### src/rtl/mux_scan_sequencer_pkg.sv
// rtl/mux_scan_sequencer_pkg.sv - shared encodings and sizes for the mux scan sequencer
package mux_scan_sequencer_pkg;

  localparam logic [0:0] ST_IDLE = 1'b0;
  localparam logic [0:0] ST_SCAN = 1'b1;

  localparam int unsigned CHANNELS = 4;
  localparam int unsigned SEL_W    = 2;
  localparam int unsigned WAIT_W   = 4;

  typedef logic [SEL_W-1:0]  sel_t;
  typedef logic [WAIT_W-1:0] wait_t;

  localparam sel_t LAST_SEL = sel_t'(CHANNELS - 1);

  // Terminal count of the settle window; the counter runs 0..cycles-1.
  function automatic wait_t settle_last(input int unsigned cycles);
    return wait_t'(cycles - 1);
  endfunction

endpackage

### src/rtl/mux_scan_sequencer.sv
// rtl/mux_scan_sequencer.sv - steps a 4:1 mux through its channels and captures a 4-bit snapshot
module mux_scan_sequencer
  import mux_scan_sequencer_pkg::*;
#(
  parameter int unsigned SETTLE_CYCLES = 3
) (
  input  logic                clk,
  input  logic                rst_n,
  input  logic                start,
  input  logic                abort,
  input  logic                continuous,
  input  logic                y,
  output logic                s0,
  output logic                s1,
  output logic                busy,
  output logic                done,
  output logic [CHANNELS-1:0] data
);

  localparam wait_t LAST_WAIT = settle_last(SETTLE_CYCLES);

  logic [0:0] state;
  sel_t       sel;
  wait_t      wait_cnt;
  logic [2:0] shadow;

  // Select lines and busy come straight from flops so the mux sees clean edges.
  assign s0   = sel[0];
  assign s1   = sel[1];
  assign busy = (state == ST_SCAN);

  always_ff @(posedge clk or negedge rst_n) begin
    if (!rst_n) begin
      state    <= ST_IDLE;
      sel      <= '0;
      wait_cnt <= '0;
      shadow   <= '0;
      data     <= '0;
      done     <= 1'b0;
    end else begin
      done <= 1'b0;
      case (state)
        ST_IDLE: begin
          if (start) begin
            state    <= ST_SCAN;
            sel      <= '0;
            wait_cnt <= '0;
          end
        end
        ST_SCAN: begin
          // Abort wins even on the completing edge: no done, data untouched.
          if (abort) begin
            state    <= ST_IDLE;
            sel      <= '0;
            wait_cnt <= '0;
            shadow   <= '0;
          end else if (wait_cnt != LAST_WAIT) begin
            wait_cnt <= wait_cnt + wait_t'(1);
          end else if (sel != LAST_SEL) begin
            case (sel)
              2'd0:    shadow[0] <= y;
              2'd1:    shadow[1] <= y;
              default: shadow[2] <= y;
            endcase
            sel      <= sel + sel_t'(1);
            wait_cnt <= '0;
          end else begin
            data     <= {y, shadow};
            done     <= 1'b1;
            sel      <= '0;
            wait_cnt <= '0;
            if (!continuous) begin
              state <= ST_IDLE;
            end
          end
        end
        default: begin
          state    <= ST_IDLE;
          sel      <= '0;
          wait_cnt <= '0;
        end
      endcase
    end
  end

endmodule
### config.mk
export PLATFORM = sky130hd
export DESIGN_NAME = mux_scan_sequencer
export DESIGN_NICKNAME = d
export VERILOG_FILES = /design/src/rtl/mux_scan_sequencer_pkg.sv /design/src/rtl/mux_scan_sequencer.sv
export SDC_FILE = /design/constraint.sdc
export NUM_CORES = 1
export LEC_CHECK = 0
export BUFFER_PORTS_ARGS = -buffer_cell sky130_fd_sc_hd__buf_2
export CAP_MARGIN = 20
export CORE_ASPECT_RATIO = 1.1
export CORE_MARGIN = 2
export CORE_UTILIZATION = 53
export DETAILED_ROUTE_END_ITERATION = 12
export PLACE_DENSITY = 0.77
export SETUP_SLACK_MARGIN = 0.1
export SYNTH_ARGS = -nofsm -noshare
export SYNTH_HDL_FRONTEND = slang
export SYNTH_SLANG_ARGS = --single-unit
export TNS_END_PERCENT = 10
### constraint.sdc
create_clock -name clk -period 2.2 [get_ports clk]
set_input_delay 0.44 -clock clk [delete_from_list [all_inputs] [get_ports clk]]
set_output_delay 0.44 -clock clk [all_outputs]
set_load 0.03 [all_outputs]
==> run summary <==
final routed wirelength across all metal layers: 1560 µm
crit path cell chain: inv_1 -> ha_1 -> nor3b_2 -> and3_1 -> mux2_4
worst voltage drop across the vdd grid: 0.464 mV
final critical path time including I/O delays and setup: 1.74 ns
Setup Viol. Count Final: 0
maximum buffer depth of the clock tree: 2
count of instances resized after the clock tree is built: 0
global-route wire length before repair: 2420 µm
Die Footprint: 1900 µm²
most frequently used cell type in the post-synthesis netlist: dfrtp_1
worst reg2reg setup slack: 0.46 ns
reg-to-reg startpoint: wait_cnt[0]
worst setup skew after layout: 0.00128 ns
final antenna-violating net count: 0
I/O pins: 14
# nets final: 100
placed wire-length estimate: 1160 µm
unrepaired setup endpoints after global routing: false
share of flip-flops with an asynchronous set or reset: 100%
routability congestion estimate from global placement: 0.758
per-cell via count in the routed design: 5.71
synthesized instance count: 74
sum of negative setup slack: 0 ns
Worst Hold Margin: 0.0521 ns
run status: finished, final reports clean
die width: 41.8 µm
data arrival at the endpoint of the critical path: 1.90 ns
number of global-route vias before repair: 562
clock slew at the register clock pins of the worst setup and hold paths: 0.08 ns
tightest slew margin relative to the limit: 73.6%
Synth area leader: dfrtp_1
Overall Global Routing Usage: 18.0%
core box area: 1520 µm²
category of the critical setup timing path: reg -> reg
multi-input logic area: 402 µm²
H-Tree Level Count: 1
final hold viol count: 0
area of the mapped netlist: 832 µm²
clock tree from TritonCTS: done
upper clock frequency limit: 576 MHz
Row Count: 15
flip-flop cell with the highest count after synthesis: dfrtp_1
master cell of the clock root buffer: clkbuf_4
top cells by instance count after synthesis: dfrtp_1 (15), inv_1 (9), ha_1 (5)
FF-to-FF End: data[1]
starting utilization of the core area: 54.7%
part of the cycle the worst path needs: 78.9%
antenna violations before repair: 0
Ant. Diodes: 0
count of max-cap constraint violations: 0
Crit path largest cell delay: 0.43 ns
clock network latency to the later pin of the worst-skew pair: 0.27 ns
hold-fix buffers at CTS: 0
clock sinks: 15
count of flip-flops with a built-in enable after synthesis: 0
drt first pass iters: 4
leak pwr: 0.455 nW
total power density per cell area: 679 nW/µm²
postcts setup bufs: 0
maximum number of pins on one net before global-route repair: 16
worst-case reg-to-reg path depth: 5
slew of the pin with the lowest slew margin: 0.395 ns
number of buffers created by CTS: 3
fill cell instance count of the final layout: 126
routed wire length per instance: 14.9 µm
startpoint type of the worst setup path: register
Yosys warning total: 0
floorplan die height: 45.6 µm
endpoint required time on the critical path: 2.36 ns
path category of the worst min-delay check: in -> async
Seq/Total Area, Yosys: 45.1%
DRC errors left: 0
register bit total from synthesis: 15
combined flip-flop and latch cell area: 375 µm²
mean cell area of the mapped netlist: 11.2 µm²
total congestion overflow: 0
top cell type's share of synthesized area: 45.1%
share of post-route cells with drive strength above 1: 27.3%
number of vias after detailed routing: 600
Pins Over Slew Limit: 0
initial drt markers: 5
ranking of synthesized cells by area: dfrtp_1 (45%), ha_1 (7.5%), mux2_4 (7.2%)
number of unique standard cell types used by synthesis: 31
cell with the largest stage delay on the worst path: dfrtp_1
post-synthesis to final-layout area growth: 11.0%
number of nets in the synthesized netlist: 85
number of buffer cells added on primary ports: 13
worst-path maximum fanout: 5
endpoint type of the worst setup path: register
[power by group]
group	total [mW]	switching (mW)	internal, mW
logic	0.129	0.0711	0.0583
clock network	0.152	0.0821	0.0702
registers	0.346	0.0345	0.311
total	0.627	0.188	0.440
[through the flow]
step	std cells	cell area, µm²	total power [mW]	setup WS [ns]	utilization (%)
after floorplan	74	832	0.442	0.628	-
after global placement	101	897	0.475	0.575	59.0
after detailed placement	101	897	0.482	0.479	59.0
after CTS	105	923	0.637	0.474	60.7
after global routing	105	923	0.669	0.359	60.7
final	105	923	0.627	0.465	60.7
[cells by family (layout without fill, tap and decap cells)]
family | Yosys count | after routing | share of synthesized area, %
compound gates | 18 | 18 | 15.6
fa+ha+maj | 5 | 5 | 7.52
buf+inv | 12 | 26 | 6.62
flops | 15 | 15 | 45.1
mux | 4 | 4 | 7.22
simple gates | 20 | 20 | 17.9
[per-layer routing]
layer  global-route usage [%]  up-vias  wire length, µm
met1                     20.4      290              692
li1                         -      295                -
met4                     14.8        0               36
met2                     30.0       11              789
met5                        0        -                0
met3                     3.57        4               41
[registers in the layout (all words and copies together) (netlist names)]
name / flops
done: 1
sel: 2
shadow: 3
busy: 1
wait_cnt: 4
data: 4
[worst max-delay path by stage]
stage	cells past startpoint	slack, ns	from	to
CTS	5	0.47	wait_cnt[0]	data[1]
global route	5	0.36	wait_cnt[0]	data[1]
finish	5	0.46	wait_cnt[0]	data[1]
floorplan	5	0.63	busy	data[0]
detailed placement	5	0.48	wait_cnt[0]	data[1]
global placement	5	0.57	wait_cnt[0]	data[3]
[layout by cell type (no fill, tap or decap), types with 2 or more instances in the layout]
cell type and n:
clkbuf_4 3, ha_1 5, nand2_1 3, mux2_4 4, o22ai_1 2, a22o_1 2, nor2_1 3, inv_1 9
dfrtp_1 15, a211o_1 3, o21ai_0 2, o211ai_1 3, nand3_1 4, buf_2 13
[cell type report]
class                   instances  share of cell area [%]
clock buffers                   4                    2.85
inverters                       9                    3.66
multi-input cells              47                    43.5
flip-flops and latches         15                    40.7
well taps                      17                    2.30
repair buffers                 13                    7.05
[worst max-delay path, delay by kind of cell, from the launching register on]
| kind | cells | cell delay, ns |
|---|---|---|
| flip-flops | 1 | 0.43 |
| multiplexers | 1 | 0.34 |
| AND/OR/NAND/NOR | 2 | 0.61 |
| buffers and inverters | 1 | 0.07 |
| adder cells (fa/ha/maj) | 1 | 0.17 |
No activity file was read; power rests on OpenSTA's default activity.
